**src/rtl/router_input_buffer.sv**
```systemverilog
// router_input_buffer: input FIFO that decodes the head flit's destination into a one-hot request held until granted.
// Optional stall counter output enabled by defining ROUTER_IBUF_STATS_EN.
module router_input_buffer #(
  parameter int DATA_W  = 32,
  parameter int DEPTH   = 4,
  parameter int PORT_ID = 0
) (
  input  logic                     clk,
  input  logic                     rst_n,
  input  logic                     in_valid,
  input  logic [DATA_W-1:0]        in_data,
  output logic                     in_ready,
  output logic [3:0]               req,
  input  logic [3:0]               gnt,
  output logic                     out_valid,
  output logic [DATA_W-1:0]        out_data,
  output logic [$clog2(DEPTH):0]   count
`ifdef ROUTER_IBUF_STATS_EN
  ,
  output logic [15:0]              stall_cnt
`endif
);
  localparam int AW = $clog2(DEPTH);
  if (DEPTH < 2 || (DEPTH & (DEPTH - 1)) != 0 || PORT_ID < 0 || PORT_ID > 3) begin : g_bad_cfg
    $error("router_input_buffer: invalid DEPTH or PORT_ID");
  end
  typedef enum logic [1:0] {IDLE, ROUTE, WAIT_GNT} state_t;
  state_t state, state_nxt;
  logic [DATA_W-1:0] mem [DEPTH];
  logic [AW-1:0] wp, rp;
  logic [AW:0] count_nxt;
  logic [3:0] req_nxt;
  logic push, pop;
  assign in_ready  = count != (AW+1)'(DEPTH);
  assign push      = in_valid && in_ready;
  assign pop       = state == WAIT_GNT && |(req & gnt);
  assign out_valid = pop;
  assign out_data  = mem[rp];
  assign count_nxt = count + (AW+1)'(push) - (AW+1)'(pop);
  always_comb begin
    state_nxt = state;
    req_nxt   = req;
    case (state)
      IDLE:     state_nxt = count != '0 ? ROUTE : IDLE;
      ROUTE: begin
        req_nxt   = 4'b0001 << out_data[DATA_W-1 -: 2];
        state_nxt = WAIT_GNT;
      end
      WAIT_GNT: if (pop) begin
        req_nxt   = 4'b0000;
        state_nxt = count_nxt != '0 ? ROUTE : IDLE;
      end
      default:  state_nxt = IDLE;
    endcase
  end
  always_ff @(posedge clk) begin
    if (!rst_n) begin
      state <= IDLE;
      req   <= '0;
      wp    <= '0;
      rp    <= '0;
      count <= '0;
    end else begin
      state <= state_nxt;
      req   <= req_nxt;
      count <= count_nxt;
      if (push) wp <= wp + 1'b1;
      if (pop) rp <= rp + 1'b1;
    end
  end
  // Storage is not reset: clearing the pointers and count is what flushes it.
  always_ff @(posedge clk) begin
    if (push) mem[wp] <= in_data;
  end
`ifdef ROUTER_IBUF_STATS_EN
  always_ff @(posedge clk) begin
    if (!rst_n) stall_cnt <= '0;
    else if (state == WAIT_GNT && !pop && stall_cnt != 16'hFFFF) stall_cnt <= stall_cnt + 16'd1;
  end
`endif
endmodule
```
**config.mk**
```make
export PLATFORM = sky130hd
export DESIGN_NAME = router_input_buffer
export DESIGN_NICKNAME = d
export VERILOG_FILES = /design/src/rtl/router_input_buffer.sv
export SDC_FILE = /design/constraint.sdc
export NUM_CORES = 1
export LEC_CHECK = 0
export BUFFER_PORTS_ARGS = -buffer_cell sky130_fd_sc_hd__buf_2
export CORE_UTILIZATION = 25
export CTS_CLUSTER_DIAMETER = 30
export DETAILED_ROUTE_END_ITERATION = 16
export GPL_TIMING_DRIVEN = 0
export HOLD_SLACK_MARGIN = 0.12
export PLACE_DENSITY_LB_ADDON = 0.12
export SETUP_SLACK_MARGIN = 0.5
export SLEW_MARGIN = 20
export SYNTH_ARGS = -nofsm -noshare
export SYNTH_HDL_FRONTEND = slang
export SYNTH_SLANG_ARGS = --single-unit
```
**constraint.sdc**
```tcl
create_clock -name clk -period 2.8 [get_ports clk]
set_input_delay 0.14 -clock clk [delete_from_list [all_inputs] [get_ports clk]]
set_output_delay 0.14 -clock clk [all_outputs]
set_load 0.01 [all_outputs]
```
==> results.py, run 1 <==
metrics = {
    "outcome": {
        "status": "finished clean",
    },
    "synth": {
        "post_synth_and_or_nand_nor_area_fraction_pct": 3.73,
        "synth_area_per_cell_um2": 21.7,
        "synth_adder_area_share_pct": 1.78,
        "yosys_warnings": 0,
        "synth_cell_types": 31,
        "dominant_combinational_cell_family_by_area_after_synthesis": "multiplexers",
        "post_synth_mux_area_share_pct": 13.7,
        "synthesis.area_um2": 5340,
        "synth_sequential_area_ratio_pct": 77.6,
        "synth.ff_latch_count": 143,
        "gate_count_after_technology_mapping": 246,
        "total_nets_after_synthesis": 292,
        "synthXorXnorAreaFrac_pct": 0.656,
        "synth_area_in_compound_gates_pct": 1.41,
    },
    "grt": {
        "grt_pass1_wl_um": 17000,
        "grt.overflow.total": 0,
        "grt_max_degree": 19,
        "grt_antenna_before_repair": 0,
        "global_route.usage.total_pct": 11.0,
        "via_count_of_the_first_global_routing_pass": 2997,
    },
    "die": {
        "io_pins": 80,
        "core_um2": 21000,
        "start_util_pct": 25.5,
        "die_h_um": 148,
        "floorplan_die_area_um2": 21900,
        "fp-row-count": 53,
        "die_width_um": 148,
    },
    "timing": {
        "fin_skew_ps": 25.0,
        "grt_setup_unrepaired": "true",
        "max_slew_margin_pct": 50.7,
        "slew_at_the_pin_closest_to_its_max_slew_limit_ps": 739,
        "timing.final.ws_setup_ps": 426,
        "finalSetupViolCount": 0,
        "setup-tns-final_ps": 0,
        "holdWs_ps": 163,
        "period_minus_slack_ps": 2370,
        "final_hold_violations": 0,
        "finalCritPeriodShare_pct": 84.8,
        "timing.fmax_mhz": 421,
        "finalMaxSlewViolations": 0,
    },
    "pwr": {
        "static-leakage-power_nw": 2.49,
        "total_power_mw": 5.63,
        "irDropWorstVdd_mv": 0.361,
        "power_density_nw_per_um2": 786,
    },
    "clock_network": {
        "clkLatencyLatePin_ps": 430,
        "clock_tree.htree_level_count": 4,
        "cts_num_sinks": 143,
        "cts.clk_slew.worst_paths_ps": 70,
        "cts-root-to-sink-buffers": 2,
        "root_buffer": "sky130_fd_sc_hd__clkbuf_16",
        "tritoncts": "built",
        "cts-buffers-inserted": 17,
    },
    "placement": {
        "final_replace_weighted_congestion": 0.668,
        "post-dp-hpwl_um": 6900,
        "placed_area_um2": 6230,
        "port_buffers": 79,
        "dpl_worst_slack_ps": 323,
    },
    "routing": {
        "routed_wl_um": 11000,
        "detailed_route_via_count": 2772,
        "drtAntennaViolNets": 0,
        "dr.pass1.iters": 8,
        "route.layer.met1.wl_um": 5350,
        "topRoutingLayerUsed": "met4",
        "avgViaCountPerCell": 4.11,
        "routed_wire_length_per_instance_um": 16.3,
        "initial_drc_count": 144,
        "drcViolationCount": 0,
        "routed-wl-met3_um": 379,
        "detailed_routed_wire_length_on_met2_um": 5040,
    },
    "setup_path": {
        "slowest_delay_ps": 400,
        "crit_path_end_kind": "flip-flop",
        "crit_type": "reg -> reg",
        "timing.critical_path.cells": "or3b_4, and2_4, inv_4, ha_4, inv_2, ha_4, inv_2, fa_2, xnor2_2, xnor2_1, o311a_1",
        "startpoint_type": "flip-flop",
        "timing.critical_path.fanout_max": 2,
        "arrival_ps": 2690,
        "critical_path_required_ps": 3120,
        "slowest_stage": "sky130_fd_sc_hd__or3b_4",
    },
    "cells_and_area": {
        "fin_area_um2": 7170,
        "mostFrequentLayoutCell": "sky130_fd_sc_hd__edfxtp_1",
        "mostFrequentLayoutCells": "sky130_fd_sc_hd__edfxtp_1 (128), sky130_fd_sc_hd__buf_2 (82), sky130_fd_sc_hd__dlygate4sd3_1 (33)",
        "nets": 433,
        "final_layout_size_suffix_gt1_share_pct": 42.9,
        "diodes": 0,
        "synthToLayoutAreaGrowth_pct": 34.3,
    },
    "run": {
        "max_cap_viol_count": 0,
    },
    "hold_path": {
        "worstHoldPathType": "in -> reg",
    },
}
==> cell usage after synthesis, drive strengths merged <==
master | instances | area share [%]
or3b | 1 | 0.16
edfxtp | 128 | 72
a22o | 2 | 0.33
nor2b | 3 | 0.35
inv | 5 | 0.35
mux4 | 32 | 13
o21a | 1 | 0.14
and2 | 10 | 1.2
o311a | 1 | 0.19
o32ai | 1 | 0.16
buf | 6 | 0.63
nand2b | 2 | 0.23
o21ai | 2 | 0.19
a21boi | 2 | 0.28
and3 | 4 | 0.47
fa | 1 | 0.37
nor2 | 1 | 0.070
ha | 6 | 1.4
clkbuf | 2 | 0.14
o22ai | 1 | 0.12
xnor2 | 3 | 0.49
nand3b | 1 | 0.14
nand3 | 1 | 0.094
xor2 | 1 | 0.16
nand2 | 11 | 0.77
mux2i | 1 | 0.19
nor4 | 1 | 0.12
dfxtp | 15 | 5.6
nor3b | 1 | 0.14
==> sequential cells by signal (all words and copies together), names as in the netlist, named ones only <==
| name | cells |
|---|---|
| count | 3 |
| wp | 2 |
| req | 4 |
| mem | 128 |
| rp | 2 |
| state | 2 |
==> layout make-up <==
type                            count  area, um2
Clock inverter                     13        124
Timing Repair Buffer              122        873
Clock buffer                       18        429
Buffer                              8       43.8
Fill cell                        2078      13800
Inverter                            5       21.3
Sequential cell                   143       4150
Multi-Input combinational cell     90       1180
Tap cell                          275        344
==> path summary, 6_finish.rpt <==
kind | start | end | slack [ps] | cells after the start
worst min register to register | rp[1]$_SDFFE_PN0P_ | rp[1]$_SDFFE_PN0P_ | 480 | 2
worst min-delay path | gnt[0] | state[1]$_SDFFE_PN0P_ | 160 | 5
worst max register to register | count[1]$_SDFF_PN0_ | state[0]$_SDFFE_PN0P_ | 430 | 11
worst max-delay path | count[1]$_SDFF_PN0_ | state[0]$_SDFFE_PN0P_ | 430 | 11
==> routing by layer <==
metal,track usage [%],up-vias
met1,14.4,1420
met2,16.5,62
li1,-,1278
met4,5.26,0
met3,3.22,12
met5,0,-
==> cells by family after synthesis <==
logic type                 count (synthesis)
AOI/OAI and AO/OA                         10
muxes                                     33
adders and majority gates                  7
and+or+nand+nor                           36
DFF                                      143
buffers and inverters                     13
xor gates and xnor gates                   4
==> per-stage QoR <==
| stage | util (%) | std cells |
|---|---|---|
| after floorplan | - | 246 |
| after global placement | 29.2 | 600 |
| after detailed placement | 29.8 | 604 |
| after CTS | 34.1 | 672 |
| after global routing | 34.2 | 674 |
| final | 34.2 | 674 |
==> worst max-delay path, delay by kind of cell, from the launching register on <==
family	cells	cell delay (ps)
buf+inv	3	150
compound gates	1	290
simple gates	2	560
flops	1	340
fa+ha+maj	3	650
xor+xnor	2	290
==> where the power goes <==
| group | switching (mW) | internal [mW] | leakage [nW] | total [mW] |
|---|---|---|---|---|
| logic | 0.441 | 0.405 | 0.927 | 0.847 |
| registers | 0.0668 | 2.59 | 1.30 | 2.66 |
| clock network | 0.839 | 1.29 | 0.268 | 2.13 |
| total | 1.35 | 4.29 | 2.49 | 5.63 |
==> what timing repair did <==
item / CTS / global route
gates cloned: 0 / 0
resized for setup: 2 / 3
buffers inserted: 4 / 2
endpoints found under the setup margin: 2 / 13
hold buffers: 33 / 0
hold endpoints to repair: 133 / 0
pin swaps: 3 / 0
(Power assumes the default switching activity.)
==> run 2: changes to the inputs <==
ABC_AREA = 1   (was default)
clock period = 2.4 ns   (was 2.8 ns; I/O delays follow)
==> run 2 against run 1 <==
Die area rose by 2.6%. Critical path type unchanged. Highest routed layer unchanged. Via count rose by 33%. Sequential cell count did not move. Area after synthesis rose by 2.6%. First-iteration DRC count rose by 76%.
==> results.py, run 2 <==
metrics = {
    "setup_path": {
        "crit_path_end_kind": "flip-flop",
        "r2r-start": "req[2]$_SDFFE_PN0P_",
        "timing.critical_path.fanout_max": 2,
        "slowest_stage": "sky130_fd_sc_hd__fa_2",
        "timing.critical_path.cells": "nand2_2, nand2_2, o21ai_4, inv_2, ha_4, inv_4, ha_4, inv_2, fa_2, xnor2_2, xor2_1, a21oi_1",
        "crit_type": "reg -> reg",
        "slowest_delay_ps": 340,
        "arrival_ps": 2280,
        "critical_path_required_ps": 2690,
        "crit_start": "req[2]$_SDFFE_PN0P_",
        "startpoint_type": "flip-flop",
    },
    "timing": {
        "finalMaxSlewViolations": 0,
        "setup-tns-final_ps": 0,
        "grt_setup_unrepaired": "true",
        "finalSetupViolCount": 0,
        "max_slew_margin_pct": 65.0,
        "final_hold_violations": 0,
        "slew_at_the_pin_closest_to_its_max_slew_limit_ps": 524,
        "period_minus_slack_ps": 1990,
        "fin_skew_ps": 10.1,
        "timing.fmax_mhz": 503,
        "finalCritPeriodShare_pct": 82.8,
    },
    "clock_network": {
        "cts_num_sinks": 143,
        "cts-buffers-inserted": 17,
        "cts-root-to-sink-buffers": 2,
        "tritoncts": "built",
        "clkLatencyLatePin_ps": 410,
        "root_buffer": "sky130_fd_sc_hd__clkbuf_16",
        "cts.clk_slew.worst_paths_ps": 50,
        "clock_tree.htree_level_count": 4,
    },
    "synth": {
        "gate_count_after_technology_mapping": 419,
        "synth.ff_latch_count": 143,
        "synth_area_per_cell_um2": 13.1,
        "async_reset_ff_share_pct": 0,
        "synth_common_cells": "sky130_fd_sc_hd__edfxtp_1 (128), sky130_fd_sc_hd__nor2_1 (75), sky130_fd_sc_hd__o21ai_0 (62)",
        "synth_top_cell_area_share_pct": 70.2,
        "synth_cell_types": 21,
        "post-synth-top-count-cell": "sky130_fd_sc_hd__edfxtp_1",
        "total_nets_after_synthesis": 465,
        "synth_enable_flop_cells": 128,
        "synth_sequential_area_ratio_pct": 75.6,
        "synthTopCellsByArea": "sky130_fd_sc_hd__edfxtp_1 (70%), sky130_fd_sc_hd__o21ai_0 (5.7%), sky130_fd_sc_hd__dfxtp_1 (5.5%)",
        "synthesis.area_um2": 5480,
        "yosys_warnings": 0,
        "synthFlopType": "sky130_fd_sc_hd__edfxtp_1",
        "yosys.area.top_type": "sky130_fd_sc_hd__edfxtp_1",
    },
    "outcome": {
        "status": "finished clean",
    },
    "cells_and_area": {
        "synthToLayoutAreaGrowth_pct": 42.0,
        "largest_register_ff_count": 128,
        "nets": 615,
        "diodes": 0,
        "reg_top3": "mem (128), req (4), count (3)",
        "mostFrequentLayoutCell": "sky130_fd_sc_hd__edfxtp_1",
        "mostFrequentLayoutCells": "sky130_fd_sc_hd__edfxtp_1 (128), sky130_fd_sc_hd__buf_2 (79), sky130_fd_sc_hd__nor2_1 (69)",
        "top_register": "mem",
        "final_layout_size_suffix_gt1_share_pct": 32.7,
    },
    "die": {
        "fp-row-count": 53,
        "start_util_pct": 25.7,
        "core_um2": 21300,
        "io_pins": 80,
        "die_width_um": 150,
        "floorplan_die_area_um2": 22500,
        "die_h_um": 150,
    },
    "routing": {
        "initial_drc_count": 253,
        "drcViolationCount": 0,
        "dr.pass1.iters": 4,
        "routed_wire_length_per_instance_um": 16.5,
        "avgViaCountPerCell": 4.32,
        "routed_wl_um": 14200,
        "detailed_route_via_count": 3696,
        "drtAntennaViolNets": 0,
    },
    "placement": {
        "final_replace_weighted_congestion": 0.716,
        "port_buffers": 79,
        "post-dp-hpwl_um": 8510,
    },
    "grt": {
        "grt_pass1_wl_um": 20700,
        "global_route.usage.total_pct": 13.0,
        "via_count_of_the_first_global_routing_pass": 3639,
        "grt_max_degree": 21,
        "grt_antenna_before_repair": 0,
        "grt.overflow.total": 0,
    },
    "pwr": {
        "power_density_nw_per_um2": 863,
        "static-leakage-power_nw": 2.92,
        "total_power_mw": 6.71,
        "irDropWorstVdd_mv": 0.446,
    },
    "hold_path": {
        "min_from": "gnt[1]",
        "worstHoldPathType": "in -> reg",
    },
    "run": {
        "max_cap_viol_count": 0,
    },
}
-- run 2: cell types whose count changed after synthesis, moves of 13 or more --
cell / change
sky130_fd_sc_hd__nor2_1: +74
sky130_fd_sc_hd__o21ai_0: +60
sky130_fd_sc_hd__mux4_2: -32
sky130_fd_sc_hd__o22ai_1: +29
sky130_fd_sc_hd__nand2_1: +22
sky130_fd_sc_hd__clkbuf_1: +13
-- run 2: through the flow --
step	instances	hold slack, ps	area (um2)	setup slack, ps	util [%]
3_3_place_gp	773	332	6280	-485	29.5
5_1_grt	856	157	7780	300	36.6
3_5_place_dp	778	337	6410	136	30.1
2_1_floorplan	419	218	5540	296	-
6_report	856	146	7780	412	36.6
4_1_cts	847	139	7540	389	35.4
-- run 2: layout make-up --
type                       instances  area, um2
fill                            2059      13500
sequential                       143       4160
multi-input combinational        237       1320
timing repair buffer             131       1030
clock buffer                      17        425
tap                              275        344
buffer                            21        256
clock inverter                    14        169
inverter                          18       77.6
-- run 2: logic make-up (layout without fill, tap and decap cells) --
family,count (synthesis),after routing,synth area share [%]
AND/OR/NAND/NOR,125,125,9.04
adder cells (fa/ha/maj),7,7,1.74
flip-flops,143,143,75.6
AO/OA/AOI/OAI,102,102,10.1
buffers and inverters,39,201,3.04
XOR/XNOR,3,3,0.480
-- run 2: metal layers --
metal	GRT usage, %	wire [um]
met5	0	0
met4	4.65	155
met3	3.51	603
met2	20.9	6750
met1	16.6	6650
-- run 2: power breakdown --
part / leakage [nW] / internal [mW] / total (mW) / switching, mW
combinational: 1.33 / 0.419 / 1.00 / 0.582
clock: 0.292 / 1.63 / 2.63 / 1.00
sequential: 1.30 / 2.99 / 3.08 / 0.0889
-- run 2: critical path, delay by kind of cell (launching register included) --
family          cells  cell delay [ps]
xor+xnor            2              340
simple gates        2              120
flops               1              320
compound gates      2              250
fa+ha+maj           3              670
buf+inv             3              150
-- run 2: path summary, 6_finish.rpt --
check                          endpoint  slack, ps  depth (start not counted)
setup / recovery  state[0]$_SDFFE_PN0P_        410                         12
hold / removal    state[1]$_SDFFE_PN0P_        150                          6
setup reg to reg  state[0]$_SDFFE_PN0P_        410                         12
hold reg to reg      rp[1]$_SDFFE_PN0P_        490                          2
-- run 2: timing repair --
item,CTS,global route
endpoints found under the setup margin,33,102
buffers inserted,5,4
pin swaps,11,9
gates cloned,0,5
endpoints found under the hold margin,134,0
gates resized for setup,53,41
hold buffers,33,0
==> run 3: changes to the inputs <==
ABC_AREA = 0   (was 1)
clock period = 1.84 ns   (was 2.4 ns; I/O delays follow)
==> run 3 against run 2 <==
The flow now finishes with violations (negative setup slack). Core utilization up 0.065 points. Clock power up 43%. Fmax down 16%. Sequential share of layout area up 0.72 points. Clock-buffer cell count up 2. Register-to-register slack worse by 950 ps. Final cell count down 20%. Via count down 22%. First-iteration DRC count down 45%. Clock skew about the same. Combinational power up 59%. Design area down 1.4%. Critical path type unchanged. Largest cell class unchanged. Largest power group unchanged.
==> results.py, run 3 (synthesis results as in run 1) <==
metrics = {
    "grt": {
        "grt.overflow.total": 0,
        "grt_max_degree": 33,
        "global_route.usage.total_pct": 11.1,
        "grt_pass1_wl_um": 17000,
        "via_count_of_the_first_global_routing_pass": 2928,
        "grt_antenna_before_repair": 1,
    },
    "setup_path": {
        "worstRegToRegCells": 11,
        "timing.critical_path.fanout_max": 2,
        "crit_path_end_kind": "flip-flop",
        "startpoint_type": "flip-flop",
        "regToRegSetupSlack_ps": -540,
        "regToRegEndpoint": "state[0]$_SDFFE_PN0P_",
        "critical_path_required_ps": 2140,
        "crit_type": "reg -> reg",
        "arrival_ps": 2680,
        "r2r-start": "count[1]$_SDFF_PN0_",
        "crit_start": "count[1]$_SDFF_PN0_",
        "cp-endpoint": "state[0]$_SDFFE_PN0P_",
    },
    "clock_network": {
        "cts_num_sinks": 143,
        "root_buffer": "sky130_fd_sc_hd__clkbuf_16",
        "clock_tree.htree_level_count": 4,
        "tritoncts": "built",
        "cts-root-to-sink-buffers": 2,
        "cts.clk_slew.worst_paths_ps": 60,
        "clkLatencyLatePin_ps": 420,
        "cts-buffers-inserted": 17,
    },
    "routing": {
        "detailed_route_via_count": 2882,
        "routed_wl_um": 12000,
        "drcViolationCount": 0,
        "routed_wire_length_per_instance_um": 17.5,
        "drtAntennaViolNets": 0,
        "dr.pass1.iters": 4,
        "initial_drc_count": 139,
        "avgViaCountPerCell": 4.20,
    },
    "timing": {
        "period_minus_slack_ps": 2380,
        "finalSetupViolCount": 23,
        "timing.final.ws_setup_ps": -539,
        "finalCritPeriodShare_pct": 129,
        "final_hold_violations": 0,
        "setup-tns-final_ps": -1630,
        "slew_at_the_pin_closest_to_its_max_slew_limit_ps": 566,
        "fin_skew_ps": 9.77,
        "finalMaxSlewViolations": 0,
        "grt_setup_unrepaired": "true",
        "max_slew_margin_pct": 62.2,
        "timing.fmax_mhz": 420,
    },
    "die": {
        "die_h_um": 148,
        "fp-row-count": 53,
        "start_util_pct": 25.5,
        "core_um2": 21000,
        "die_width_um": 148,
        "io_pins": 80,
        "floorplan_die_area_um2": 21900,
    },
    "cells_and_area": {
        "largest_register_ff_count": 128,
        "finish.cell_count_without_fillers": 686,
        "nets": 443,
        "top_register": "mem",
        "final_layout_size_suffix_gt1_share_pct": 45.9,
        "multi_input_area_um2": 1210,
        "nFillCells": 2007,
        "mostFrequentLayoutCell": "sky130_fd_sc_hd__edfxtp_1",
        "seqCellArea_um2": 4150,
        "synthToLayoutAreaGrowth_pct": 43.8,
        "fin_area_um2": 7670,
        "mostFrequentLayoutCells": "sky130_fd_sc_hd__edfxtp_1 (128), sky130_fd_sc_hd__buf_2 (52), sky130_fd_sc_hd__dlygate4sd3_1 (33)",
        "reg_top3": "mem (128), req (4), count (3)",
    },
    "placement": {
        "post-dp-hpwl_um": 6430,
        "post-place-cells": 600,
        "final_replace_weighted_congestion": 0.649,
        "dpl_worst_slack_ps": -651,
        "placed_area_um2": 6140,
        "port_buffers": 79,
    },
    "outcome": {
        "status": "complete, but fails checks",
        "violations": "negative setup slack",
    },
    "pwr": {
        "power_density_nw_per_um2": 1230,
        "total_power_mw": 9.41,
        "static-leakage-power_nw": 2.67,
        "irDropWorstVdd_mv": 0.521,
    },
    "hold_path": {
        "worstHoldPathType": "in -> reg",
    },
    "run": {
        "max_cap_viol_count": 0,
    },
}
## run 3: cell count changes in the layout (fill, tap and decap cells not counted), sizes merged, moves of 7 or more
| cell | before | now |
|---|---|---|
| clkinv | 10 | 3 |
| nor2 | 75 | 1 |
| o21ai | 63 | 2 |
| nand2 | 36 | 11 |
| mux4 | 0 | 32 |
| o22ai | 30 | 1 |
| clkbuf | 31 | 22 |
| and2 | 0 | 10 |
| inv | 19 | 6 |
| nand3 | 13 | 1 |
| a21oi | 9 | 0 |
## run 3: worst min-delay path by stage
| stage | slack, ps | depth (start not counted) | end | start |
|---|---|---|---|---|
| global route | 200 | 5 | state[1]$_SDFFE_PN0P_ | gnt[1] |
| finish | 140 | 5 | state[1]$_SDFFE_PN0P_ | gnt[0] |
| CTS | 120 | 5 | state[1]$_SDFFE_PN0P_ | gnt[0] |
| global placement | 310 | 1 | mem[1][0]$_DFFE_PP_ | in_data[0] |
| floorplan | 190 | 0 | mem[0][0]$_DFFE_PP_ | in_data[0] |
| detailed placement | 310 | 1 | mem[2][26]$_DFFE_PP_ | in_data[26] |
## run 3: cell type report
class                      instances  share of cell area [%]
antenna                            1                  0.0326
buffer                             8                    1.47
clock buffer                      19                    5.77
clock inverter                    13                    2.76
inverter                           5                   0.277
multi-input combinational         92                    15.8
sequential                       143                    54.1
tap                              275                    4.48
timing repair buffer             130                    15.3
## run 3: routing by layer
layer | wire [um] | GRT usage [%]
met4 | 130 | 4.33
met5 | 0 | 0
met1 | 5610 | 13.8
met2 | 5630 | 17.4
met3 | 645 | 3.96
## run 3: report_power, final
group          leakage (nW)  internal [mW]  switching [mW]
registers              1.30           3.95           0.106
logic                  1.07          0.823           0.766
clock network         0.306           2.45            1.32
## run 3: metrics by stage
stage                     hold slack, ps  utilization (%)
final                                142             36.6
after global routing                 201             36.6
after CTS                            118             35.9
after detailed placement             310             29.3
after global placement               307             29.3
after floorplan                      191                -
## run 3: timing repair
action	in CTS	in global routing
buffers inserted	9	5
setup endpoints to repair	174	175
hold buffers	33	0
gates resized for setup	50	13
cloned	3	3
pin swaps	6	4
endpoints found under the hold margin	133	0
## run 3: worst max-delay path: stages (launching register included)
cell and delay (ps):
sky130_fd_sc_hd__dfxtp_4 340, sky130_fd_sc_hd__or3b_4 400, sky130_fd_sc_hd__and2_4 160, sky130_fd_sc_hd__inv_4 60, sky130_fd_sc_hd__ha_4 180, sky130_fd_sc_hd__inv_2 60, sky130_fd_sc_hd__ha_4 120, sky130_fd_sc_hd__inv_2 30
sky130_fd_sc_hd__fa_2 340, sky130_fd_sc_hd__xnor2_2 150, sky130_fd_sc_hd__xnor2_1 140, sky130_fd_sc_hd__o311a_1 290
